==> config.mk <==
export PLATFORM = sky130hd
export DESIGN_NAME = sync_fifo_ctrl
export DESIGN_NICKNAME = d
export VERILOG_FILES = /design/src/rtl/sync_fifo_pkg.sv /design/src/rtl/fifo_ptr_cnt.sv /design/src/rtl/sync_fifo_ctrl.sv
export SDC_FILE = /design/constraint.sdc
export NUM_CORES = 1
export LEC_CHECK = 0
export ABC_AREA = 1
export BUFFER_PORTS_ARGS = -buffer_cell sky130_fd_sc_hd__buf_2
export CORE_MARGIN = 2
export CORE_UTILIZATION = 40
export DETAILED_ROUTE_END_ITERATION = 6
export GPL_TIMING_DRIVEN = 0
export PLACE_DENSITY = 0.66
export SYNTH_ARGS = -nofsm -noshare
export SYNTH_HDL_FRONTEND = slang
export SYNTH_HIERARCHICAL = 1
export SYNTH_SLANG_ARGS = --single-unit
==> constraint.sdc <==
create_clock -name clk -period 3.35 [get_ports clk]
set_input_delay 0.67 -clock clk [delete_from_list [all_inputs] [get_ports clk]]
set_output_delay 0.67 -clock clk [all_outputs]
set_load 0.01 [all_outputs]
==> src/rtl/sync_fifo_pkg.sv <==
// Shared definitions for the counter-based synchronous FIFO controller.
// Contents:
//   - default data/address widths and almost-flag thresholds
//   - occupancy-state enum, decoded from the count, for debug visibility
//   - helper returning the default almost_full level (DEPTH-1) for an address width
package sync_fifo_pkg;

    localparam int unsigned DefDataWidth = 8;
    localparam int unsigned DefAddrWidth = 9;
    localparam int unsigned DefAeLevel   = 1;
    localparam int unsigned DefAfLevel   = (2 ** DefAddrWidth) - 1;

    typedef enum logic [1:0] {
        OccEmpty,
        OccNormal,
        OccFull
    } occ_state_e;

    // almost_full default tracks the chosen depth rather than the package default depth.
    function automatic int unsigned def_af_level(input int unsigned addr_width);
        return (2 ** addr_width) - 1;
    endfunction

endpackage

==> src/rtl/fifo_ptr_cnt.sv <==
// Wrapping FIFO pointer.
// Ports:
//   clk    - clock
//   rst_n  - asynchronous active-low reset, clears the pointer to 0
//   inc_i  - advance the pointer by one this cycle
//   ptr_o  - current pointer value, wraps from 2**WIDTH-1 to 0
module fifo_ptr_cnt #(
    parameter int unsigned WIDTH = 9
) (
    input  logic             clk,
    input  logic             rst_n,
    input  logic             inc_i,
    output logic [WIDTH-1:0] ptr_o
);

    logic [WIDTH-1:0] ptr_q, ptr_d;

    // Depth is a power of two, so natural overflow gives the wrap.
    always_comb begin
        ptr_d = ptr_q;
        if (inc_i) begin
            ptr_d = ptr_q + WIDTH'(1);
        end
    end

    always_ff @(posedge clk or negedge rst_n) begin
        if (!rst_n) begin
            ptr_q <= '0;
        end else begin
            ptr_q <= ptr_d;
        end
    end

    assign ptr_o = ptr_q;

endmodule

==> src/rtl/sync_fifo_ctrl.sv <==
// Counter-based synchronous FIFO controller driving both ports of an external
// dual-port RAM whose read data is registered inside the RAM.
// Ports:
//   clk, rst_n                  - clock, asynchronous active-low reset
//   push, push_data             - client write request and word
//   pop                         - client read request
//   pop_data, pop_valid         - read word and its one-cycle valid strobe
//   full, empty                 - count == DEPTH / count == 0
//   almost_full, almost_empty   - count >= AF_LEVEL / count <= AE_LEVEL
//   count                       - occupancy, 0..DEPTH
//   overflow, underflow         - one-cycle pulses after a rejected push / pop
//   ram_w_enable/addr/data      - RAM write port
//   ram_r_enable/addr, ram_r_data - RAM read port
module sync_fifo_ctrl
    import sync_fifo_pkg::*;
#(
    parameter int unsigned DATA_WIDTH = DefDataWidth,
    parameter int unsigned ADDR_WIDTH = DefAddrWidth,
    parameter int unsigned AF_LEVEL   = def_af_level(ADDR_WIDTH),
    parameter int unsigned AE_LEVEL   = DefAeLevel
) (
    input  logic                  clk,
    input  logic                  rst_n,
    input  logic                  push,
    input  logic [DATA_WIDTH-1:0] push_data,
    input  logic                  pop,
    output logic [DATA_WIDTH-1:0] pop_data,
    output logic                  pop_valid,
    output logic                  full,
    output logic                  empty,
    output logic                  almost_full,
    output logic                  almost_empty,
    output logic [ADDR_WIDTH:0]   count,
    output logic                  overflow,
    output logic                  underflow,
    output logic                  ram_w_enable,
    output logic [ADDR_WIDTH-1:0] ram_w_addr,
    output logic [DATA_WIDTH-1:0] ram_w_data,
    output logic                  ram_r_enable,
    output logic [ADDR_WIDTH-1:0] ram_r_addr,
    input  logic [DATA_WIDTH-1:0] ram_r_data
);

    localparam int unsigned Depth = 2 ** ADDR_WIDTH;
    localparam int unsigned CntW  = ADDR_WIDTH + 1;

    logic [CntW-1:0]       count_q, count_d;
    logic                  pop_valid_q, overflow_q, underflow_q;
    logic [ADDR_WIDTH-1:0] wr_ptr, rd_ptr;
    logic                  push_ok, pop_ok;
    occ_state_e            occ_state;

    // Occupancy state is purely a decode of the count; no separate state register.
    always_comb begin
        if (count_q == CntW'(0)) begin
            occ_state = OccEmpty;
        end else if (count_q == CntW'(Depth)) begin
            occ_state = OccFull;
        end else begin
            occ_state = OccNormal;
        end
    end

    assign full         = (occ_state == OccFull);
    assign empty        = (occ_state == OccEmpty);
    assign almost_full  = (count_q >= CntW'(AF_LEVEL));
    assign almost_empty = (count_q <= CntW'(AE_LEVEL));
    assign count        = count_q;

    // Flags are from registered state only, so a simultaneous pop never unblocks a
    // push at full and a simultaneous push never unblocks a pop at empty. Gating with
    // rst_n keeps the RAM idle while reset is held.
    assign push_ok = push & ~full & rst_n;
    assign pop_ok  = pop & ~empty & rst_n;

    fifo_ptr_cnt #(
        .WIDTH(ADDR_WIDTH)
    ) u_wr_ptr (
        .clk  (clk),
        .rst_n(rst_n),
        .inc_i(push_ok),
        .ptr_o(wr_ptr)
    );

    fifo_ptr_cnt #(
        .WIDTH(ADDR_WIDTH)
    ) u_rd_ptr (
        .clk  (clk),
        .rst_n(rst_n),
        .inc_i(pop_ok),
        .ptr_o(rd_ptr)
    );

    assign ram_w_enable = push_ok;
    assign ram_w_addr   = wr_ptr;
    assign ram_w_data   = push_data;
    assign ram_r_enable = pop_ok;
    assign ram_r_addr   = rd_ptr;

    always_comb begin
        count_d = count_q;
        case ({push_ok, pop_ok})
            2'b10:   count_d = count_q + CntW'(1);
            2'b01:   count_d = count_q - CntW'(1);
            default: count_d = count_q;
        endcase
    end

    always_ff @(posedge clk or negedge rst_n) begin
        if (!rst_n) begin
            count_q     <= '0;
            pop_valid_q <= 1'b0;
            overflow_q  <= 1'b0;
            underflow_q <= 1'b0;
        end else begin
            count_q     <= count_d;
            pop_valid_q <= pop_ok;
            overflow_q  <= push & full;
            underflow_q <= pop & empty;
        end
    end

    // RAM registers its read data, so it lines up with pop_valid_q.
    assign pop_data  = ram_r_data;
    assign pop_valid = pop_valid_q;
    assign overflow  = overflow_q;
    assign underflow = underflow_q;

endmodule

==> results, run 1 <==
- The flow ran to the end, and the final reports show no timing, DRC or antenna violations.
- The worst setup path is of the in2out kind.
- For the pin with the worst max-slew slack, the measured transition is between 700 and 800 ps.
- The switching portion of total power is 0.421.
- The CTS tree is done.
- The critical path goes through buf_2 > nand2_1 > nor2_1 > buf_2.
- Of the total power, registers draw 0.421.
- The upper clock frequency limit is between 0.3 and 0.4 GHz.
- The residual overflow from global routing is 0.
- Across every metal layer, demand over resource in global routing totals 0.152.
- The first global-routing pass estimated 6.33 mm of wire.
- CTS built an H-tree with a depth of 2.
- The core region is ~0.0047 sq mm.
- The worst path needs 2510 ps of the cycle, external delays included.
- The total instance count after detailed placement is approximately 350.
- The die covers around 0.0054 sq mm.
- The boundary pin count is 73.
- The share of total power dissipated in combinational logic is 0.387.
- After synthesis, the mean cell area works out to roughly 8 sq um.
- The cell seen most often among critical-path stages is buf_2.
- Measured in cells, the most critical reg-to-reg path has a length of 10.
- The final clock skew is 5.44 ps.
- The synthesized netlist occupies a cell area of ~0.0019 sq mm.
- The startpoint type of the worst setup path is a primary input.
- The hold violation total from the final report was 0.
- The reported max-cap violation count is 0.
- After clock tree synthesis, the clock-pin slew on the worst setup and hold paths is about 70 ps.
- The clock net sink count is 31.
- In this run the deepest clock path goes through 2 buffers.
- The total via count in the routed design is ~1.7k.
- Leaving out filler cells and counting taps, the final layout contains 360.
- The count of final max-slew check failures came to 0.
- For this run, the number of Yosys warnings is 6.
- The repair_antennas step left the layout with diodes totalling 0.
- The synthesized instance count is approximately 240.
- Port buffering added 56 buffers.
- The area growth from synthesis to layout is 23.1%.
- For this run, the leading register cell type out of synthesis is dfrtp_1.
- Of the cells placed in the final design, the portion with a size suffix greater than 1 is 0.333.
- The number of nets in the synthesized netlist is roughly 270.
- The violation count after the first detailed-routing iteration is slightly above 40.
- Of all flip-flops after synthesis, the portion carrying an async set or reset was 1.00.
- The synthesized netlist contains 23 unique library cells.
- Together, buffers and inverters on the worst path number 2.
- The highest net fanout along the worst path is 33.
- The overall die height is 73.6 um.
- The HPWL after detailed placement is 3.03 mm.
- The number of gates resized after CTS is 0.
- Counting instances in the post-synthesis netlist gives the leading cell types as nand2_1 (58), inv_1 (39), dfrtp_1 (31), nand3_1 (21), buf_4 (17).
- The final layout contains routed wiring with a total length of between 3 and 4 mm.
- The cell type contributing the most total cell area after synthesis is dfrtp_1.
- Entering global routing, the biggest net connects 34 pins.
- The number of setup violations in the final report is 0.
- The number of placement rows is 25.
- The total net switching power is approximately 700 uW.
- The share of the Yosys chip area taken by registers is 0.400.
- Measured against its own limit, the worst slew margin works out to 0.522.
- The slowest stage of the critical path is the buf_2 cell.
- The via count of the first global-routing pass came to ~1.5k.
- Buffers added to address setup during post-CTS repair amount to 0.
- Setup repair after global routing left no endpoint under its margin.
- The die extent in x is about 74 um.
- The via count normalized by instance count is between 4 and 5.
- The worst setup path is captured at an output pin.
- The cell-internal power is roughly 980 uW.
- The number of optimization iterations in the first detailed-route pass is 4.
- The initial cell density of the core is 0.413.
- In the routed design, unresolved DRC markers number 0.
- The worst hold path belongs to the class in2async.
- The peak ir drop on the vdd network is roughly 0.33 mV.
- In the finished design, the share of the clock period the worst path needs comes to 0.748.
- Yosys instantiated no cell more often than nand2_1.
- On the critical path the largest part of the delay comes from buffers and inverters.
- The hold buffer count at cts is 0.
- The fraction of post-synthesis cell area in the top cell type by area is 0.400.
- The later pin in the worst-skew pair is clocked with a latency of about 280 ps.
- At the end of routability-driven placement, the weighted congestion stood at 0.787.
- Of the total power, the clock network draws 0.192.
- The post-route setup TNS is 0 ps.
- The power density normalized to cell area is 709 mW/mm^2.
- By area the synthesized netlist is led by dfrtp_1 (40%), nand2_1 (11%), inv_1 (7.6%).
- The number of synthesized register bits is 31.
- The total clock buffers created by CTS is 5.
- The number of enable-type register cells in the synthesized netlist is 0.
- The endpoint required time on the critical path is around 2700 ps.
- The largest single stage delay on the critical path is ~560 ps.
- The worst path arrival time is 1840 ps.
- CTS placed an instance of clkbuf_8 at the clock tree root.
- The remaining antenna violation count is 0.
- The leakage power total is about 0.0013 uW.
- Counting the fill cells in the layout gives 478.
- In this run the number of cells on the critical path is 4.
- Dividing the detail-routed wire length by the instance count gives ~11 um.
- The number of antenna violations at the first check in global routing is 0.
- The count of nets after finishing is approximately 330.
-- layout make-up --
class | count | area (sq um) | area share
plain buffers | 19 | 150 | 0.0629
clock buffers | 8 | 100 | 0.0420
inverters | 41 | 154 | 0.0645
multi-input cells | 151 | 858 | 0.360
flip-flops and latches | 31 | 776 | 0.325
well taps | 54 | 67.6 | 0.0283
repair buffers | 56 | 280 | 0.117
-- kinds of logic (layout without fill, tap and decap cells) --
logic type      after synthesis  in the layout  share of synthesized area
compound gates                8              8                     0.0207
flops                        31             31                      0.400
mux                           2              2                     0.0116
xor+xnor                     15             15                     0.0678
fa+ha+maj                     6              6                     0.0387
simple gates                120            120                      0.304
buf+inv                      60            124                      0.157
-- per-stage QoR --
step                total power [uW]  instance area, sq um   util  hold WS [ps]  setup slack [ps]
detailed placement              1380                  2290  0.487           532               547
finish                          1690                  2390  0.509           437               844
CTS                             1720                  2390  0.509           464               752
global placement                1360                  2290  0.487           522               545
floorplan                       1130                  1940      -           374              1180
global route                    1840                  2390  0.509           503               592
-- per-layer routing --
layer | GRT usage | up-vias | wire [um]
met5 | 0 | - | 0
met4 | 0.0606 | 0 | 55
met3 | 0.0425 | 8 | 236
met2 | 0.269 | 44 | 1910
met1 | 0.173 | 783 | 1790
li1 | - | 856 | -
-- sequential cells by signal, indices dropped and copies added, names as in the netlist --
signal,flops
count,10
u_rd_ptr/ptr_o,9
u_wr_ptr/ptr_o,9
overflow,1
pop_valid,1
underflow,1
-- cells in the final DEF, fill, tap and decap left out, drive strengths merged --
cell type  Yosys  layout
buf           19      75
nand2         59      59
inv           41      41
dfrtp         31      31
nand3         27      27
nor2          22      22
xor2          11      11
nand4          9       9
clkbuf         0       8
o21ai          6       6
ha             6       6
xnor2          4       4
a21oi          2       2
mux2           2       2
nor3b          1       1
or2            1       1
nand3b         1       1
-- worst paths after layout --
| check | from | to | slack (ps) |
|---|---|---|---|
| worst max-delay path | rst_n | ram_r_enable | 840 |
| min in group clk | u_rd_ptr/ptr_o[5]$_DFFE_PN0P_ | u_rd_ptr/ptr_o[5]$_DFFE_PN0P_ | 540 |
| worst min-delay path | rst_n | u_wr_ptr/ptr_o[4]$_DFFE_PN0P_ | 440 |
| worst max register to register | count[0]$_DFFE_PN0P_ | count[3]$_DFFE_PN0P_ | 1090 |
| worst min register to register | u_rd_ptr/ptr_o[5]$_DFFE_PN0P_ | u_rd_ptr/ptr_o[5]$_DFFE_PN0P_ | 540 |
| max in group asynchronous | rst_n | overflow$_DFF_PN0_ | 2450 |
-- power groups by stage --
stage                     Clock, uW  Combinational (uW)  Sequential (uW)
after floorplan                   0                 383              745
after global placement            0                 646              718
after detailed placement          0                 661              719
after CTS                       339                 663              715
after global routing            355                 745              740
final                           324                 655              712
Note: power is estimated with default switching activity, not from simulation.
==> run 2: changes to the inputs <==
Settings changed: PLACE_DENSITY 0.66 to 0.69.
Clock period 3.35 ns to 2.1 ns, I/O delays scaled along.
==> run 2 against run 1 <==
Die area stayed put. Flip-flop and latch count stayed put. Non-clock buffer count is 17 higher. Critical path type is now reg2out. Critical endpoint is now ram_w_enable.
==> results, run 2 (synthesized netlist as in run 1, its figures left out) <==
- The hold buffer count at cts is 0 (unchanged).
- The reported max-cap violation count was 0 (unchanged).
- The clock net sink count is 31 (unchanged).
- The worst hold slack came to 75.5 ps (was 437 ps).
- The buffer levels on the longest clock path is 2 (unchanged).
- The leakage power total is 0.00141 uW (was 0.00134 uW).
- The clock latency on the worst-skew pair is 280 ps (about the same).
- The global-route usage over all layers is 0.165 (was 0.152).
- The kind of cell with the highest combined delay on the critical path is simple AND/OR/NAND/NOR gates (was buffers and inverters).
- The met1 capacity usage during global routing is 0.190 (was 0.173).
- Setup repair after global routing missed its margin: true (was false).
- The via count of the first global-routing pass is 1,666 (was 1,540).
- The detailed-route wire length is 4.35 mm (was 3.99 mm).
- The number of port buffers is 56 (unchanged).
- The first-pass GRT wire length is 7.02 mm (was 6.33 mm).
- The slew at the pin closest to its max-slew limit is 432 ps (was 717 ps).
- The number of antenna violations at the first check in global routing is 0 (unchanged).
- Result of the run: finished, final reports clean (unchanged).
- The DRC violation count after routing is 0 (unchanged).
- The setup slack of the worst register-to-register path is 120 ps (was 1090 ps).
- The relative slew slack is 0.712 (was 0.522).
- The number of setup violations in the final report is 0 (unchanged).
- The hold violation total from the final report is 0 (unchanged).
- The total clock buffers created by CTS was 5 (unchanged).
- The clock transition at the register clock pins on the worst setup and hold paths after CTS is 70 ps (about the same).
- The type of element capturing the critical path is an output pin (unchanged).
- The met2 routing resource usage after global routing is 0.292 (was 0.269).
- For the finished layout, the period the worst path requires is ~2000 ps.
- The total via count in the routed design is 1,801 (was 1,691).
- The final clock skew is 5.12 ps (was 5.44 ps).
- The area enclosed by the die boundary is 0.00542 sq mm (unchanged).
- The violation count after the first detailed-routing iteration is 52 (was 41).
- The number of buffers and inverters on the critical path was 4 (was 2).
- The register bank with the most flops is count (unchanged).
- The number of optimization iterations in the first detailed-route pass is 4 (unchanged).
- The highest net fanout along the worst path was 6 (was 33).
- The worst path arrival time is 1590 ps (was 1840 ps).
- The share of the clock period used by the worst path is 0.956.
- The critical path's largest stage delay is 450 ps (was 560 ps).
- The number of antenna diodes is 0 (unchanged).
- The count of final max-slew check failures was 0 (unchanged).
- The post-route setup TNS came to 0 ps (unchanged).
- The boundary pin count is 73 (unchanged).
- The endpoint required time on the critical path was 1680 ps (was 2680 ps).
- The initial cell density of the core is 0.413 (unchanged).
- The via count normalized by instance count was 4.79 (was 4.70).
- Highest-count cells in the layout ignoring fill and taps: nand2_1 (57), buf_2 (55), inv_1 (34), buf_4 (33), dfrtp_1 (25) (was nand2_1 (58), buf_2 (56), inv_1 (39), dfrtp_1 (31), nand3_1 (21)).
- The post-DP HPWL is 3.07 mm (was 3.03 mm).
- The deepest level of the CTS H-tree is 2 (unchanged).
- The routed wire length per instance is 11.6 um (was 11.1 um).
- The kind of path behind the tightest hold check is in2async (unchanged).
- The most common cell after layout, fill and taps aside was nand2_1 (unchanged).
- The global routing met3 resource utilization came to 0.0425 (unchanged).
- The residual overflow from global routing is 0 (unchanged).
- The peak ir drop on the vdd network is 0.642 mV (was 0.330 mV).
- The count of nets after finishing is 348 (was 331).
- For this run, the top clock speed supported by timing is roughly 0.50 GHz.
- The area growth from synthesis to layout is 34.2% (was 23.1%).
- The final weighted congestion in routability-driven placement was 0.805 (was 0.787).
- The most utilized layer in the global route result is met2 (unchanged).
- The remaining antenna violation count is 0 (unchanged).
- The startpoint type of the worst setup path is a flop (was primary input).
- The CTS tree is done (unchanged).
- The fraction of final layout cells with drive strength greater than 1 is 0.425 (was 0.333).
- Cells traversed along the worst timing path: nor2_4 > nand3_4 > inv_2 > nand4_4 > nand3_4 > buf_6 > inv_2 > buf_2 (was buf_2 > nand2_1 > nor2_1 > buf_2).
- The power density normalized to cell area was 1150 mW/mm^2 (was 709 mW/mm^2).
- The number of placement rows is 25 (unchanged).
- The buffer type at the clock tree root is clkbuf_8 (unchanged).
- The placeable core region is 0.00469 sq mm (unchanged).
- The standard cell with the maximum stage delay on the critical path is dfrtp_2 (was buf_2).
- The overall die height is 73.6 um (unchanged).
- The number of flip-flops in the largest register is 10 (unchanged).
- The type of the setup path with the least slack is reg2out (was in2out).
- The largest net degree at the start of global routing is 34 (unchanged).
- The die extent in x came to 73.6 um (unchanged).
-- run 2: cell types whose count changed in the layout (fill, tap and decap cells not counted), sizes merged --
| cell | change |
|---|---|
| clkinv | +1 |
| clkbuf | -2 |
| buf | +17 |
-- run 2: repair_timing --
item | 4_1_cts | 5_1_grt
resized for setup | 6 | 23
setup buffers | 4 | 13
setup endpoints to repair | 9 | 9
pin swaps | 0 | 7
-- run 2: layer usage --
metal,vias up,wire (um),share of wire
met3,7,206,0.047
met1,844,1900,0.44
met2,52,2200,0.50
met4,0,48,0.011
li1,898,-,-
met5,-,0,0
-- run 2: where the power goes --
group | leakage [uW] | switching (uW) | internal (uW)
combinational | 0.00100 | 719 | 647
sequential | 0.000357 | 321 | 816
clock | 0.0000470 | 228 | 257
total | 0.00141 | 1270 | 1720
-- run 2: worst paths after layout --
| path | startpoint | endpoint | cells after the start |
|---|---|---|---|
| min reg2reg | u_wr_ptr/ptr_o[5]$_DFFE_PN0P_ | u_wr_ptr/ptr_o[5]$_DFFE_PN0P_ | 1 |
| max reg2reg | count[7]$_DFFE_PN0P_ | count[9]$_DFFE_PN0P_ | 13 |
| min in group clk | push | overflow$_DFF_PN0_ | 3 |
| min | rst_n | u_wr_ptr/ptr_o[3]$_DFFE_PN0P_ | 1 |
| max in group asynchronous | rst_n | count[2]$_DFFE_PN0P_ | 1 |
| max | count[4]$_DFFE_PN0P_ | ram_w_enable | 8 |
-- run 2: through the flow --
step,instances,util,power (uW),cell area (sq um),setup slack [ps]
6_report,376,0.554,2990,2600,92.2
5_1_grt,376,0.554,3240,2600,-30.0
4_1_cts,363,0.517,2780,2430,10.5
3_5_place_dp,352,0.488,2210,2290,-416
3_3_place_gp,352,0.488,2170,2290,-406
2_1_floorplan,242,-,1800,1940,43.3
-- run 2: layout make-up --
cell class                 count  area (sq um)
buffer                        19           154
clock buffer                   6          82.6
clock inverter                 1          5.00
fill                         453          2090
inverter                      41           154
multi-input combinational    151           940
sequential                    31           783
tap                           54          67.6
timing repair buffer          73           414
-- run 2: worst register-to-register path, stage by stage, from the launching register on --
cell     delay (ps)
dfrtp_1         460
nor2_4          170
nand3_2         140
nor2_4          140
nor2_4           60
ha_4            150
buf_6           130
buf_4           130
nand2_1          90
nand2_2          80
nor2_4          120
nand3_1          80
nand2_1          60
nand2_1          40
